**src/rtl/fb_pkg.sv**
```systemverilog
// Shared framebuffer constants, draw-command opcodes and draw-engine state encoding.
// FB_WIDTH/FB_HEIGHT are also consumed by the VGA display side.
package fb_pkg;

  localparam int unsigned FB_WIDTH  = 40;
  localparam int unsigned FB_HEIGHT = 30;

  localparam logic [1:0] OP_PIXEL = 2'd0;
  localparam logic [1:0] OP_RECT  = 2'd1;
  localparam logic [1:0] OP_CLEAR = 2'd2;

  typedef enum logic [1:0] {
    ST_IDLE,
    ST_SETUP,
    ST_FILL,
    ST_DONE
  } fb_state_t;

endpackage

```
**src/rtl/fb_clip.sv**
```systemverilog
// Combinational clip of a draw command to the framebuffer: yields the top-left corner,
// the exclusive right/bottom edges and an empty flag for commands that touch no pixel.
module fb_clip #(
  parameter int unsigned FB_WIDTH  = fb_pkg::FB_WIDTH,
  parameter int unsigned FB_HEIGHT = fb_pkg::FB_HEIGHT,
  parameter int unsigned COORD_W   = 10
) (
  input  logic [1:0]         op,
  input  logic [COORD_W-1:0] x,
  input  logic [COORD_W-1:0] y,
  input  logic [COORD_W-1:0] w,
  input  logic [COORD_W-1:0] h,
  output logic [COORD_W-1:0] x0,
  output logic [COORD_W-1:0] y0,
  output logic [COORD_W:0]   x_end,
  output logic [COORD_W:0]   y_end,
  output logic               empty
);
  import fb_pkg::*;

  localparam logic [COORD_W:0] X_LIM = (COORD_W+1)'(FB_WIDTH);
  localparam logic [COORD_W:0] Y_LIM = (COORD_W+1)'(FB_HEIGHT);

  logic [COORD_W-1:0] bw;
  logic [COORD_W-1:0] bh;
  logic [COORD_W:0]   x_sum;
  logic [COORD_W:0]   y_sum;
  logic               bad_op;

  always_comb begin
    x0     = x;
    y0     = y;
    bw     = w;
    bh     = h;
    bad_op = 1'b0;
    case (op)
      OP_PIXEL: begin
        bw = COORD_W'(1);
        bh = COORD_W'(1);
      end
      OP_RECT:  bad_op = 1'b0;
      OP_CLEAR: begin
        x0 = '0;
        y0 = '0;
        bw = COORD_W'(FB_WIDTH);
        bh = COORD_W'(FB_HEIGHT);
      end
      default:  bad_op = 1'b1;
    endcase
    // One extra bit so x + w cannot wrap back inside the screen.
    x_sum = {1'b0, x0} + {1'b0, bw};
    y_sum = {1'b0, y0} + {1'b0, bh};
    x_end = (x_sum > X_LIM) ? X_LIM : x_sum;
    y_end = (y_sum > Y_LIM) ? Y_LIM : y_sum;
    empty = bad_op || (bw == '0) || (bh == '0) ||
            ({1'b0, x0} >= X_LIM) || ({1'b0, y0} >= Y_LIM);
  end

endmodule

```
**src/rtl/fb_draw_engine.sv**
```systemverilog
// Framebuffer drawing engine: accepts PIXEL/RECT/CLEAR commands and emits a clipped,
// raster-order stream of single-pixel writes on the framebuffer write port.
module fb_draw_engine #(
  parameter int unsigned FB_WIDTH  = fb_pkg::FB_WIDTH,
  parameter int unsigned FB_HEIGHT = fb_pkg::FB_HEIGHT,
  parameter int unsigned COORD_W   = 10,
  parameter int unsigned ADDR_W    = 17
) (
  input  logic               clock,
  input  logic               reset_n,
  input  logic               cmd_valid,
  output logic               cmd_ready,
  input  logic [1:0]         cmd_op,
  input  logic [COORD_W-1:0] cmd_x,
  input  logic [COORD_W-1:0] cmd_y,
  input  logic [COORD_W-1:0] cmd_w,
  input  logic [COORD_W-1:0] cmd_h,
  input  logic [2:0]         cmd_color,
  output logic               busy,
  output logic               done,
  output logic               wr_en,
  output logic [ADDR_W-1:0]  wr_addr,
  output logic [2:0]         wr_data
);
  import fb_pkg::*;

  localparam logic [ADDR_W-1:0] ROW_STEP = ADDR_W'(FB_WIDTH);

  fb_state_t          state;
  logic [1:0]         op_q;
  logic [COORD_W-1:0] x_q, y_q, w_q, h_q;
  logic [2:0]         color_q;

  logic [COORD_W-1:0] clip_x0, clip_y0;
  logic [COORD_W:0]   clip_x_end, clip_y_end;
  logic               clip_empty;

  logic [COORD_W-1:0] x_start;
  logic [COORD_W:0]   cur_x, cur_y, x_last, y_last;
  logic [ADDR_W-1:0]  row_base, setup_base;

  fb_clip #(
    .FB_WIDTH (FB_WIDTH),
    .FB_HEIGHT(FB_HEIGHT),
    .COORD_W  (COORD_W)
  ) u_clip (
    .op   (op_q),
    .x    (x_q),
    .y    (y_q),
    .w    (w_q),
    .h    (h_q),
    .x0   (clip_x0),
    .y0   (clip_y0),
    .x_end(clip_x_end),
    .y_end(clip_y_end),
    .empty(clip_empty)
  );

  // The only multiply: once per command, in SETUP.
  assign setup_base = ADDR_W'(clip_y0) * ROW_STEP;

  always_ff @(posedge clock or negedge reset_n) begin
    if (!reset_n) begin
      state     <= ST_IDLE;
      cmd_ready <= 1'b1;
      busy      <= 1'b0;
      done      <= 1'b0;
      wr_en     <= 1'b0;
      wr_addr   <= '0;
      wr_data   <= '0;
      op_q      <= '0;
      x_q       <= '0;
      y_q       <= '0;
      w_q       <= '0;
      h_q       <= '0;
      color_q   <= '0;
      x_start   <= '0;
      cur_x     <= '0;
      cur_y     <= '0;
      x_last    <= '0;
      y_last    <= '0;
      row_base  <= '0;
    end else begin
      case (state)
        ST_IDLE: begin
          if (cmd_valid && cmd_ready) begin
            op_q      <= cmd_op;
            x_q       <= cmd_x;
            y_q       <= cmd_y;
            w_q       <= cmd_w;
            h_q       <= cmd_h;
            color_q   <= cmd_color;
            cmd_ready <= 1'b0;
            busy      <= 1'b1;
            state     <= ST_SETUP;
          end
        end
        ST_SETUP: begin
          x_start  <= clip_x0;
          cur_x    <= {1'b0, clip_x0};
          cur_y    <= {1'b0, clip_y0};
          x_last   <= clip_x_end - (COORD_W+1)'(1);
          y_last   <= clip_y_end - (COORD_W+1)'(1);
          row_base <= setup_base;
          if (clip_empty) begin
            done  <= 1'b1;
            state <= ST_DONE;
          end else begin
            wr_en   <= 1'b1;
            wr_addr <= setup_base + ADDR_W'(clip_x0);
            wr_data <= color_q;
            state   <= ST_FILL;
          end
        end
        ST_FILL: begin
          // The outputs already hold the write at (cur_x, cur_y); pick the next one.
          if (cur_x != x_last) begin
            cur_x   <= cur_x + (COORD_W+1)'(1);
            wr_addr <= wr_addr + ADDR_W'(1);
          end else if (cur_y != y_last) begin
            cur_x    <= {1'b0, x_start};
            cur_y    <= cur_y + (COORD_W+1)'(1);
            row_base <= row_base + ROW_STEP;
            wr_addr  <= row_base + ROW_STEP + ADDR_W'(x_start);
          end else begin
            wr_en <= 1'b0;
            done  <= 1'b1;
            state <= ST_DONE;
          end
        end
        ST_DONE: begin
          done      <= 1'b0;
          busy      <= 1'b0;
          cmd_ready <= 1'b1;
          state     <= ST_IDLE;
        end
        default: state <= ST_IDLE;
      endcase
    end
  end

endmodule

```
**config.mk**
```make
export PLATFORM = sky130hd
export DESIGN_NAME = fb_draw_engine
export DESIGN_NICKNAME = d
export VERILOG_FILES = /design/src/rtl/fb_pkg.sv /design/src/rtl/fb_clip.sv /design/src/rtl/fb_draw_engine.sv
export SDC_FILE = /design/constraint.sdc
export NUM_CORES = 1
export LEC_CHECK = 0
export BUFFER_PORTS_ARGS = -buffer_cell sky130_fd_sc_hd__buf_2
export CAP_MARGIN = 20
export CORE_MARGIN = 2
export CORE_UTILIZATION = 50
export CTS_CLUSTER_DIAMETER = 30
export DETAILED_ROUTE_END_ITERATION = 12
export PLACE_DENSITY = 0.68
export SYNTH_ARGS = -nofsm -noshare
export SYNTH_HDL_FRONTEND = slang
export SYNTH_HIERARCHICAL = 1
export SYNTH_SLANG_ARGS = --single-unit
```
**constraint.sdc**
```tcl
create_clock -name clock -period 5.42 [get_ports clock]
set_clock_uncertainty 0.05 [all_clocks]
set_input_delay 0.271 -clock clock [delete_from_list [all_inputs] [get_ports clock]]
set_output_delay 0.271 -clock clock [all_outputs]
set_load 0.02 [all_outputs]
```
==> reports/qor.yml <==
yosys:
  async_flop_share: 1.00
  ys.flop_type: "dfrtp_1"
  synth.distinct_cells: 94
  synth_xor_area_frac: 0.0861
  ys_seq_area_frac: 0.336
  synth_fa_ha_area_frac: 0.0838
  synth_top_family_by_area: "simple AND/OR/NAND/NOR gates"
  synth.mux.area_fraction: 0.0829
  synthSimpleGateAreaFrac: 0.200
  ys_ff_latch: 139
  synth_edf_count: 0
  synthCells: 1149
  synth_area_per_cell_sq_um: 9.01
  netlist_area_sq_mm: 0.0104
  synth-compound-area-share: 0.171
  ys_warn_count: 6
critical_path:
  critPathMaxFanout: 10
  path_common_cell: "nand2b_1"
  path_class: "flip-flop to flip-flop"
  cp-end-kind: "flip-flop"
  critical_path_required_ns: 5.72
  cp_data_arrival_time_ns: 4.99
  startpoint_type: "flip-flop"
  critPathBufInv: 1
  r2r_slack_ns: 0.73
  crit_family: "simple AND/OR/NAND/NOR gates"
  crit_path_cell_trace: "nand2b_1 -> and2_1 -> ha_1 -> inv_1 -> fa_1 -> and2b_1 -> o2111ai_2 -> and3_4 -> a2111oi_4 -> o211ai_2 -> or4_4 -> or4_1 -> or3_1 -> nand2b_1 -> xor2_1 -> a21oi_1"
  cp_slowest_stage_delay_ns: 0.58
  crit_slowest_cell: "or4_4"
sta:
  hold_violations: 0
  slew_headroom: 0.452
  max_freq_mhz: 213
  worst_pin_slew_ns: 0.821
  fin_crit_sh: 0.865
  fin_crit_ns: 4.69
  rsz0062_at_grt: "false"
  tns_ns: 0
  setup-violations-final: 0
  holdWs_ns: 0.0211
  maxSlewViolCount: 0
placement:
  gp_congestion: 0.903
  dp_hpwl_um: 18600
  dp_cells: 1457
  io_buffers: 71
  post_dp_cell_area_sq_mm: 0.0109
floorplanning:
  initial_core_util: 0.510
  io_pins: 72
  die-width_um: 148
  core_sq_mm: 0.0203
  die_h_um: 148
  dieArea_sq_mm: 0.0219
  num_rows: 52
routing:
  dr.pass1.iters: 5
  vias: 8545
  drc: 0
  wl_per_cell_um: 16.8
  postRouteAntennaNets: 0
  wirelength_um: 25000
  vias_per_cell: 5.73
  drt_iter0_drc: 481
cells_and_area:
  diodes: 0
  syn2layout_area_growth_pct: 11.1
  drive_above_1_share: 0.176
  nNetsFinal: 1322
  fin_area_sq_mm: 0.0115
  final_cells: 1490
  fillers: 1841
global_route:
  overflow: 0
  antenna_found_initial: 0
  grt_max_degree: 82
  grt_pass1_wl_um: 42300
  grt.total_usage: 0.240
  grt_pass1_vias: 8223
clock_network:
  postCtsSetupRepairBufs: 0
  clk_path_buf_depth: 2
  post_cts_resized: 0
  cts_buffers: 17
  cts.htree.levels: 4
  clk-insertion-delay-late_ns: 0.43
  cts_sinks: 139
  cts.reportedPaths.clkPinSlew_ns: 0.06
  cts_tree: "built"
  root_buffer: "clkbuf_16"
flow_run:
  drv_cap: 0
outcome:
  status: "completed"
worst_hold_path:
  hp-class: "input pin to flip-flop"
[registers in the layout (all words and copies together), names as in the netlist]
name,cells
wr_data,3
h_q,10
x_start,10
done,1
y_last,11
state,2
color_q,3
busy,1
wr_addr,17
wr_en,1
y_q,10
cur_y,11
cur_x,11
row_base,14
x_q,10
w_q,10
x_last,11
cmd_ready,1
op_q,2
[worst register-to-register path, stage by stage (launching register included)]
cell,delay (ns)
dfrtp_1,0.43
nand2b_1,0.26
and2_1,0.22
ha_1,0.20
inv_1,0.06
fa_1,0.40
and2b_1,0.25
o2111ai_2,0.18
and3_4,0.24
a2111oi_4,0.20
o211ai_2,0.19
or4_4,0.58
or4_1,0.58
or3_1,0.33
nand2b_1,0.16
xor2_1,0.16
a21oi_1,0.13
[final timing paths]
| check | startpoint | cells after the start | end |
|---|---|---|---|
| min in group asynchronous | reset_n | 2 | wr_addr[3] |
| max in group asynchronous | reset_n | 3 | y_last[0] |
| worst min register to register | row_base[16] | 2 | row_base[16] |
| worst max-delay path | op_q[1] | 16 | x_last[9] |
| worst max register to register | op_q[1] | 16 | x_last[9] |
| worst min-delay path | cmd_w[9] | 2 | w_q[9] |
[cells in the final DEF, fill, tap and decap left out, types with 34 or more instances in the layout]
cell,instances
a21oi_1,79
and2_1,34
buf_2,71
dfrtp_1,138
ha_1,61
mux2_2,62
nand2_1,112
nor2_1,88
o21ai_0,71
xnor2_1,57
xor2_1,43
[per-stage QoR]
step                      utilization  setup WS, ns
final                           0.567         0.730
after global routing            0.567         0.397
after CTS                       0.567         0.752
after detailed placement        0.538         0.763
after global placement          0.537         0.857
after floorplan                     -         0.555
[cell type report]
type	count	area (sq um)	area share
clock buffers	18	429	0.0373
clock inverters	14	148	0.0128
inverters	32	120	0.0104
multi-input cells	932	6520	0.567
flip-flops and latches	139	3480	0.303
well taps	270	338	0.0294
repair buffers	85	467	0.0406
[routing by layer]
| layer | up-vias | global-route usage | part of all wire | wire, um |
|---|---|---|---|---|
| met5 | - | 0 | 0 | 0 |
| met4 | 0 | 0.0686 | 0.017 | 428 |
| met3 | 34 | 0.0358 | 0.045 | 1130 |
| met2 | 220 | 0.365 | 0.43 | 10900 |
| met1 | 4074 | 0.356 | 0.50 | 12600 |
| li1 | 4217 | - | - | - |
[cell families after synthesis]
family / after synthesis
buf+inv: 88
fa+ha+maj: 67
flops: 139
mux: 78
simple gates: 402
compound gates: 272
xor+xnor: 101
other cells: 2
[Yosys cell counts (29+ instances only)]
| cell | count | share of area |
|---|---|---|
| nand2_1 | 112 | 0.041 |
| nor2_1 | 88 | 0.032 |
| xnor2_1 | 57 | 0.048 |
| dfrtp_1 | 138 | 0.33 |
| mux2_2 | 62 | 0.067 |
| a21oi_1 | 79 | 0.038 |
| and2_1 | 34 | 0.021 |
| nand3_1 | 29 | 0.014 |
| inv_1 | 31 | 0.011 |
| o21ai_0 | 71 | 0.034 |
| ha_1 | 63 | 0.076 |
| xor2_1 | 43 | 0.036 |
[what timing repair did]
item	in CTS	in global routing
setup endpoints to repair	0	0
endpoints found under the hold margin	79	0
hold buffers	1	0
Power is not shown: default switching activity piles up to over one toggle a cycle in this logic, so the estimate is an artifact.
